==> src/rtl/bkm_pkg.sv <==
// Shared definitions for the BKM iteration sequencer.
//  - state_t  : sequencer FSM state encoding (exposed on the debug port)
//  - MODE_*   : BKM mode codes carried on lut_mode
//  - FMT_*    : 2-bit operand format codes carried on lut_format
//  - STALL_W  : width of the saturating stall counter
package bkm_pkg;

  typedef enum logic [2:0] {
    ST_IDLE  = 3'd0,
    ST_ISSUE = 3'd1,
    ST_WAIT  = 3'd2,
    ST_STEP  = 3'd3,
    ST_DONE  = 3'd4
  } state_t;

  localparam logic MODE_EXP = 1'b0;
  localparam logic MODE_LOG = 1'b1;

  localparam logic [1:0] FMT_HALF   = 2'b00;
  localparam logic [1:0] FMT_SINGLE = 2'b01;
  localparam logic [1:0] FMT_DOUBLE = 2'b10;
  localparam logic [1:0] FMT_EXT    = 2'b11;

  localparam int STALL_W = 16;

endpackage

==> src/rtl/bkm_lat_timer.sv <==
// Loadable down-counter that times the lut_decoder output latency.
// Ports:
//  clk, srst   : clock, synchronous active-high reset
//  i_load      : load i_load_val (has priority over i_dec)
//  i_load_val  : value to load
//  i_dec       : decrement by one; holds at zero
//  o_zero      : counter is zero
module bkm_lat_timer #(
  parameter int W = 1
) (
  input  logic         clk,
  input  logic         srst,
  input  logic         i_load,
  input  logic [W-1:0] i_load_val,
  input  logic         i_dec,
  output logic         o_zero
);

  logic [W-1:0] r_cnt;

  always_ff @(posedge clk) begin
    if (srst) begin
      r_cnt <= '0;
    end else if (i_load) begin
      r_cnt <= i_load_val;
    end else if (i_dec && (r_cnt != '0)) begin
      r_cnt <= r_cnt - 1'b1;
    end
  end

  assign o_zero = (r_cnt == '0);

endmodule

==> src/rtl/bkm_lut_seq_ctrl.sv <==
// Iteration sequencer for the BKM FPU datapath. On start it walks the
// lut_decoder index n through 0..N_ITER-1; for each n it requests the LUT,
// waits LUT_LAT cycles, then presents dp_step to the X/Y/u/v datapath and
// holds it until dp_ready. A one-cycle done follows the last handshake.
// Ports:
//  clk, srst, enable       : clock, sync active-high reset, clock enable
//  start, abort            : begin (IDLE only) / cancel an operation
//  mode, format            : operation attributes, latched on accepted start
//  lut_req, lut_n          : LUT request strobe and iteration index
//  lut_mode, lut_format    : latched attributes
//  dp_step, dp_ready       : step handshake to the datapath
//  busy, done              : operation status
//  stall_cnt               : saturating count of dp_step && !dp_ready cycles
//  dbg_state               : current FSM state
//
// Handshake: a step transfers on a cycle where dp_step=1 and dp_ready=1 are
// both sampled at the clock edge (with enable=1); dp_step stays high and
// lut_n stays fixed until that happens.
module bkm_lut_seq_ctrl
  import bkm_pkg::*;
#(
  parameter int LOG2N   = 6,
  parameter int N_ITER  = 32,
  parameter int LUT_LAT = 2
) (
  input  logic               clk,
  input  logic               srst,
  input  logic               enable,
  input  logic               start,
  input  logic               abort,
  input  logic               mode,
  input  logic [1:0]         format,
  output logic               lut_req,
  output logic [LOG2N-1:0]   lut_n,
  output logic               lut_mode,
  output logic [1:0]         lut_format,
  output logic               dp_step,
  input  logic               dp_ready,
  output logic               busy,
  output logic               done,
  output logic [STALL_W-1:0] stall_cnt,
  output state_t             dbg_state
);

  // Timer width never drops below 1 so LUT_LAT=0 still elaborates.
  localparam int TW = (LUT_LAT < 1) ? 1 : $clog2(LUT_LAT + 1);
  localparam logic [TW-1:0] LOAD_VAL = (LUT_LAT > 0) ? TW'(LUT_LAT - 1) : '0;
  localparam logic [LOG2N-1:0] N_LAST = LOG2N'(N_ITER - 1);

  state_t               r_state;
  state_t               w_next;
  logic [LOG2N-1:0]     r_n;
  logic                 r_mode;
  logic [1:0]           r_format;
  logic [STALL_W-1:0]   r_stall;
  logic                 w_load;
  logic                 w_dec;
  logic                 w_zero;
  logic                 w_accept;
  logic                 w_hs;
  logic                 w_last;

  bkm_lat_timer #(.W(TW)) u_timer (
    .clk        (clk),
    .srst       (srst),
    .i_load     (enable && w_load),
    .i_load_val (LOAD_VAL),
    .i_dec      (enable && w_dec),
    .o_zero     (w_zero)
  );

  assign w_last   = (r_n == N_LAST);
  assign w_accept = (r_state == ST_IDLE) && start;
  assign w_hs     = (r_state == ST_STEP) && dp_ready && !abort;

  always_comb begin
    w_next = r_state;
    w_load = 1'b0;
    w_dec  = 1'b0;
    case (r_state)
      ST_IDLE: begin
        if (start) w_next = ST_ISSUE;
      end
      ST_ISSUE: begin
        w_load = 1'b1;
        w_next = (LUT_LAT == 0) ? ST_STEP : ST_WAIT;
      end
      ST_WAIT: begin
        if (w_zero) w_next = ST_STEP;
        else        w_dec  = 1'b1;
      end
      ST_STEP: begin
        if (dp_ready) w_next = w_last ? ST_DONE : ST_ISSUE;
      end
      ST_DONE: begin
        w_next = ST_IDLE;
      end
      default: begin
        w_next = ST_IDLE;
      end
    endcase
    // Abort overrides every non-IDLE transition; start wins in IDLE.
    if (abort && (r_state != ST_IDLE)) w_next = ST_IDLE;
  end

  always_ff @(posedge clk) begin
    if (srst) begin
      r_state  <= ST_IDLE;
      r_n      <= '0;
      r_mode   <= 1'b0;
      r_format <= 2'b00;
      r_stall  <= '0;
    end else if (enable) begin
      r_state <= w_next;
      if (w_accept) begin
        r_n      <= '0;
        r_mode   <= mode;
        r_format <= format;
        r_stall  <= '0;
      end else begin
        if (dp_step && !dp_ready && (r_stall != '1)) r_stall <= r_stall + 1'b1;
        // Compare-before-increment: the last index never advances, so n
        // stays within 0..N_ITER-1.
        if (w_next == ST_IDLE)   r_n <= '0;
        else if (w_hs && !w_last) r_n <= r_n + 1'b1;
      end
    end
  end

  assign lut_req    = (r_state == ST_ISSUE);
  assign dp_step    = (r_state == ST_STEP);
  assign done       = (r_state == ST_DONE);
  assign busy       = (r_state != ST_IDLE);
  assign lut_n      = r_n;
  assign lut_mode   = r_mode;
  assign lut_format = r_format;
  assign stall_cnt  = r_stall;
  assign dbg_state  = r_state;

endmodule
==> config.mk <==
export PLATFORM = sky130hd
export DESIGN_NAME = bkm_lut_seq_ctrl
export DESIGN_NICKNAME = d
export VERILOG_FILES = /design/src/rtl/bkm_pkg.sv /design/src/rtl/bkm_lat_timer.sv /design/src/rtl/bkm_lut_seq_ctrl.sv
export SDC_FILE = /design/constraint.sdc
export NUM_CORES = 1
export LEC_CHECK = 0
export CORE_ASPECT_RATIO = 0.75
export CORE_MARGIN = 5
export CORE_UTILIZATION = 51
export CTS_BUF_LIST = sky130_fd_sc_hd__clkbuf_8
export DETAILED_ROUTE_END_ITERATION = 8
export PLACE_DENSITY = 0.92
export SLEW_MARGIN = 10
export SYNTH_ARGS = -nofsm -noshare
export SYNTH_HDL_FRONTEND = slang
export SYNTH_HIERARCHICAL = 1
export SYNTH_SLANG_ARGS = --single-unit
==> constraint.sdc <==
create_clock -name clk -period 2.33 [get_ports clk]
set_clock_uncertainty 0.1 [all_clocks]
set_input_delay 0.466 -clock clk [delete_from_list [all_inputs] [get_ports clk]]
set_output_delay 0.466 -clock clk [all_outputs]
set_load 0.005 [all_outputs]
==> flow_summary.json <==
{
  "grt_pass1_vias": 1837,
  "cts_buffers": 5,
  "wl_met1_mm": 2.154,
  "grt_max_degree": 14,
  "slowest_stage": "clkdlybuf4s50_1",
  "power_mw": 1.099,
  "finalCritPeriodShare_pct": 97.96,
  "critical_path_required_ns": 2.43,
  "ir_worst_vdd_mv": 0.3418,
  "cp-end-kind": "register",
  "status": "finished clean",
  "ys_seq_area_share_pct": 35.48,
  "syn-cell-area_um2": 1693,
  "insertion_delay_ns": 0.28,
  "grt_usage_pct": 22.69,
  "finalNetCount": 291,
  "rows": 18,
  "slowest_delay_ns": 0.49,
  "via_per_inst": 6.116,
  "hold_viol": 0,
  "ctsLongestPathBuffers": 2,
  "ant_nets": 0,
  "diodes": 0,
  "die-width_um": 76.53,
  "crit_start": "enable",
  "htreeDepth": 2,
  "cts_root_buf": "clkbuf_8",
  "synth_area_per_cell_um2": 8.139,
  "grt-ovfl-total": 0,
  "clkSlewWorstSetupHoldPaths_ns": 0.06,
  "drt_iter0_markers": 368,
  "n_fill_cell": 239,
  "critPathLaunchType": "primary input",
  "die_y_um": 59.90,
  "drive_gt1_share_pct": 18.57,
  "crit_type": "in -> reg",
  "clock-sinks": 30,
  "routedWlPerCell_um": 16.17,
  "vias": 1957,
  "gp_congestion": 0.9281,
  "synth_ff_type": "dfxtp_1",
  "final_core_util_pct": 75.85,
  "maxUsedRoutingLayer": "met4",
  "netlist_instances": 208,
  "routed_wl_mm": 5.174,
  "fmax_mhz": 438.1,
  "synth_edf_count": 0,
  "crit_chain": "clkdlybuf4s50_1, nand2_1, or3_4, o21a_2, buf_4, or3_1, a21oi_1",
  "synth_cell_types": 51,
  "hold_class": "reg -> reg",
  "power_density_nw_per_um2": 446.9,
  "p_leak_nw": 0.8887,
  "die-area_um2": 4583,
  "post-dp-hpwl_mm": 3.714,
  "max_cap_violations": 0,
  "yosys_warnings": 6,
  "start_util_pct": 52.20,
  "met2WireLength_mm": 2.394,
  "firstDrtPassIters": 6,
  "fin_crit_ns": 2.282,
  "ys_ff_latch": 30,
  "worstPathMaxFanout": 6,
  "io_pins": 41,
  "fp.coreArea_um2": 3243,
  "cts_tree": "built",
  "finalMaxSlewViolations": 0,
  "post-cts-setup-buffer-count": 0,
  "worstHoldStart": "lut_format[1]$_SDFFE_PP0P_",
  "grt_pass1_wl_mm": 8.369,
  "portBuffers": 40,
  "drc_errors": 0,
  "setup_viol": 0,
  "wl_met3_um": 522,
  "synth_nets": 220,
  "ys_async_sr_fraction_pct": 0,
  "cp.arrival_ns": 2.38,
  "r2r_start": "stall_cnt[0]$_SDFFE_PP0P_",
  "syn2layout_area_growth_pct": 45.31,
  "antenna_found_initial": 0
}
==> sequential cells by signal (all words and copies together), names as in the netlist <==
register	count
dbg_state	3
lut_format	2
lut_mode	1
lut_n	6
stall_cnt	16
u_timer/r_cnt	2
==> through the flow <==
stage               hold WS, ns  setup TNS, ns  worst slack, ns  area (um^2)  cells
finish                   0.3542              0          0.04752         2460    320
global route             0.3867       -0.01882        -0.009591         2460    320
CTS                      0.3582              0          0.08420         2435    320
detailed placement       0.3498         -1.297          -0.1665         2344    312
global placement         0.3421         -1.042          -0.1246         2344    312
floorplan                0.3527              0           0.2327         1693    208
==> layout make-up <==
class                   instances  area, um^2  share of cell area (%)
clock buffers                   6       82.58                   3.357
multi-input cells             162        1047                   42.57
inverters                       8       30.03                   1.221
flip-flops and latches         30       600.6                   24.42
well taps                      40       50.05                   2.035
repair buffers                 72       640.6                   26.04
clock inverters                 2       8.758                  0.3561
==> cells in the mapped netlist, types with 2 or more instances <==
master / number / share of area (%)
or3_1: 7 / 2.6
nor2_1: 10 / 2.2
and2_1: 2 / 0.74
o31ai_1: 3 / 1.3
a31oi_1: 2 / 0.74
and3_1: 8 / 3.0
nand3_1: 17 / 5.0
nand4_1: 4 / 1.5
nor3b_1: 4 / 1.8
xor2_1: 2 / 1.0
conb_1: 2 / 0.44
ha_1: 3 / 2.2
xnor2_1: 2 / 1.0
dfxtp_1: 30 / 35
inv_1: 8 / 1.8
and4_1: 2 / 1.0
o21ai_0: 12 / 3.5
nor3_1: 6 / 1.8
o21a_1: 2 / 0.89
a21oi_1: 19 / 5.6
buf_2: 2 / 0.59
or4_1: 7 / 3.1
nand2_1: 18 / 4.0
a32o_1: 4 / 2.4
o211ai_1: 2 / 0.89
clkbuf_1: 4 / 0.89
a211oi_1: 2 / 0.89
==> worst max-delay path: cells and delay by family <==
family	cells	cell delay [ns]
simple gates	3	0.83
buf+inv	2	0.64
compound gates	2	0.46
==> path summary, 6_finish.rpt <==
| path | endpoint | slack [ns] | depth (start not counted) |
|---|---|---|---|
| setup / recovery | stall_cnt[9]$_SDFFE_PP0P_ | 0.05 | 7 |
| setup reg to reg | stall_cnt[13]$_SDFFE_PP0P_ | 0.10 | 7 |
| hold reg to reg | lut_format[1]$_SDFFE_PP0P_ | 0.35 | 2 |
| hold / removal | lut_format[1]$_SDFFE_PP0P_ | 0.35 | 2 |
==> cells in the final DEF, fill, tap and decap left out, types with 5 or more instances in the layout <==
cell type,count
and3_1,8
o21ai_0,12
nand3_1,17
clkdlybuf4s50_1,40
or4_1,6
nor2_1,10
nor3_1,5
nand2_1,18
a21oi_1,18
clkbuf_8,6
dfxtp_1,30
buf_4,32
or3_1,6
inv_1,9
==> report_power, final <==
part	internal, mW	leakage [nW]	switching (mW)
clock network	0.233	0.0524	0.195
registers	0.519	0.242	0.00707
logic	0.0727	0.594	0.0715
total	0.825	0.889	0.274
==> cell families after synthesis <==
family	after synthesis	share of synthesized area [%]
flip-flops	30	35.48
AND/OR/NAND/NOR	97	33.56
adder cells (fa/ha/maj)	3	2.218
other	2	0.4436
buffers and inverters	16	4.139
multiplexers	2	1.256
XOR/XNOR	4	2.070
AO/OA/AOI/OAI	54	20.84
==> what timing repair did <==
item                       in CTS  in global routing
setup endpoints to repair       0                  8
resized for setup               0                  5
hold buffers                    0                  0
==> layer usage <==
metal | GRT usage (%) | up-vias
met5 | 0 | -
met4 | 6.983 | 0
met3 | 7.380 | 16
met2 | 37.56 | 121
met1 | 28.49 | 903
li1 | - | 917
Power figures use the tool's default switching activity.
==> edit: new RTL, same flow settings <==
`STALL_W`: 16 -> 32.
--- a/src/rtl/bkm_pkg.sv
+++ b/src/rtl/bkm_pkg.sv
@@ -22,5 +22,5 @@
   localparam logic [1:0] FMT_EXT    = 2'b11;
 
-  localparam int STALL_W = 16;
+  localparam int STALL_W = 32;
 
 endpackage
Interface: changed (resized stall_cnt); port bits go from 41 to 57. The function was not compared with the original's and may differ.
==> edit against the original RTL <==
Largest power group unchanged; sequential cell count rose by 16; the run now ends with DRC, setup timing left; register-to-register slack lost 440 ps; wire length is 120% higher; area after synthesis rose by 49%; setup slack lost 390 ps; cell area grew 62%; via count increased by 80%; critical path type is now reg2reg; non-clock buffer count grew 57; total power is 35% higher.
==> edit: results (changes against the original RTL) <==
The flow ran to the end, but the final reports show violations. The final reports fail on DRC, setup timing. The total global-route track usage is 30.3% (+7.6 points). The count of inserted antenna diode cells was 0 (unchanged).

After synthesis, the cell types taking the most area are dfxtp_1 (37%), a21oi_1 (7.1%), o31ai_1 (4.2%). The largest individual stage delay along the critical path comes from the cell a2111oi_4. In this run the most critical hold path is launched from lut_n[1]. In the synthesized netlist, the cells that appear most often are dfxtp_1 (46), a21oi_1 (36), nand2_1 (27). The number of input and output port buffers inserted is 56 (+40%).

The number of global-route vias before repair was 3164 (+72%). The met3 wire length is 1.58 mm (+200%). The met2 wirelength from detailed routing was 4.90 mm (+100%). The total number of nets in the final design came to 448 (+54%). The first-pass detailed-route iteration total is 9 (+3). The pre-CTS setup slack came to -553 ps (-387 ps). The peak ir drop on the vdd network came out at 347 µV (+1.4%). The worst min-delay path class is reg2reg. The proportion of synthesized chip area in sequential cells came to 36.5% (+1.0 points).

The placer congestion estimate came to 0.878 (-5.4%). The clock slew at the register clock pins of the worst setup and hold paths was 100 ps (+40 ps). The signal arrival time at the worst endpoint is 2760 ps (+380 ps). The maximum number of pins on one net before global-route repair came out at 21 (+7). In this run the clock root is driven by a clkbuf_8. The fraction of power spent switching nets came to 26.9% (+2.0 points). The total DRC errors in the routed layout is 67 (+67). The initial DRC count is 639 (+74%). In this run the top signal layer used is met4. The worst-skew pair later-pin latency is 320 ps (+40 ps).

The post-synthesis cell type count came out at 47 (-7.8%). The first-pass GRT wire length was 15.9 mm (+90%). The HPWL after detailed placement is 6.08 mm (+64%).

The sum of routed wire segments on met1 came out at 3.94 mm (+83%). The initial antenna violation count is 0 (unchanged). STA classifies the critical path startpoint as a register. The biggest fanout along the worst timing path came out at 8 (+2). The setup violation total in the final timing report is 18 (+18). The fraction of final layout cells with drive strength greater than 1 came out at 28.6% (+10 points). The average wire length per cell after detail routing came out at 22.9 µm (+42%).

In this run the critical register-to-register path is launched from dbg_state[1]. The synthesis warning total is 6 (unchanged). The number of vias after detailed routing came to 3518 (+80%). The maximum single-stage delay on the critical path is 430 ps (-60 ps). The synthesized net count is 327 (+49%).

The number of flip-flops in the largest register is 32 (+16). The final worst slack came out at -339 ps (-387 ps). The total leakage power is 0.00140 µW (+58%). The transition time at the pin with the least slew margin is slightly above 500 ps.
edit: cell count changes after synthesis, moves of 7 or more:
cell	before	now
a21oi_1	19	36
nand2_1	18	27
or3_1	7	14
or4_1	7	14
o31ai_1	3	14
dfxtp_1	30	46
nor2_1	10	17
edit: power groups by stage:
stage          clock [µW]  sequential [µW]  combinational [µW]
2_1_floorplan           0              813                57.4
3_3_place_gp            0              813                 114
3_5_place_dp            0              813                 119
4_1_cts               519              794                 122
5_1_grt               570              795                 144
6_report              550              795                 140
edit: path summary, 6_finish.rpt:
path	to	slack (ps)	depth (start not counted)
max	stall_cnt[31]	-340	11
min	lut_n[1]	400	2
max reg2reg	stall_cnt[31]	-340	11
min reg2reg	lut_n[1]	400	2
edit: area by class of cell:
class / count / area [µm²]
clock buffer: 6 / 82.6
clock inverter: 2 / 8.76
fill: 251 / 860
inverter: 14 / 52.6
multi-input combinational: 240 / 1690
sequential: 46 / 923
tap: 60 / 75.1
timing repair buffer: 129 / 1150
edit: metal layers:
metal | vias to the layer above | GRT usage [%]
met5 | - | 0
met4 | 0 | 18.1
met3 | 134 | 9.78
met2 | 380 | 46.8
met1 | 1575 | 37.0
li1 | 1429 | -
edit: cell families after synthesis:
family	share of synthesized area, %
buffers and inverters	4.96
xor gates and xnor gates	1.39
other	0.298
adders and majority gates	1.49
muxes	0.397
and+or+nand+nor	32.8
DFF	36.5
AOI/OAI and AO/OA	22.2
edit: timing repair:
action                     CTS  global route
setup endpoints to repair   23            27
gates cloned                 0             0
gates resized for setup     24            38
pin swaps                   18            16
buffers inserted            12             4
edit: critical path: cells and delay by family (launching register included):
kind            cells  cell delay, ps
compound gates      3             950
simple gates        2             290
buf+inv             6             850
flops               1             350
edit: stage by stage:
stage	TNS, ps	utilization (%)	instances	total power [µW]	area, µm²
4_1_cts	-569	78.2	493	1440	3790
3_5_place_dp	-11790	72.7	474	932	3520
2_1_floorplan	-414	-	315	870	2530
3_3_place_gp	-10040	72.7	474	926	3520
6_report	-1930	82.3	497	1480	3990
5_1_grt	-3940	82.3	497	1510	3990
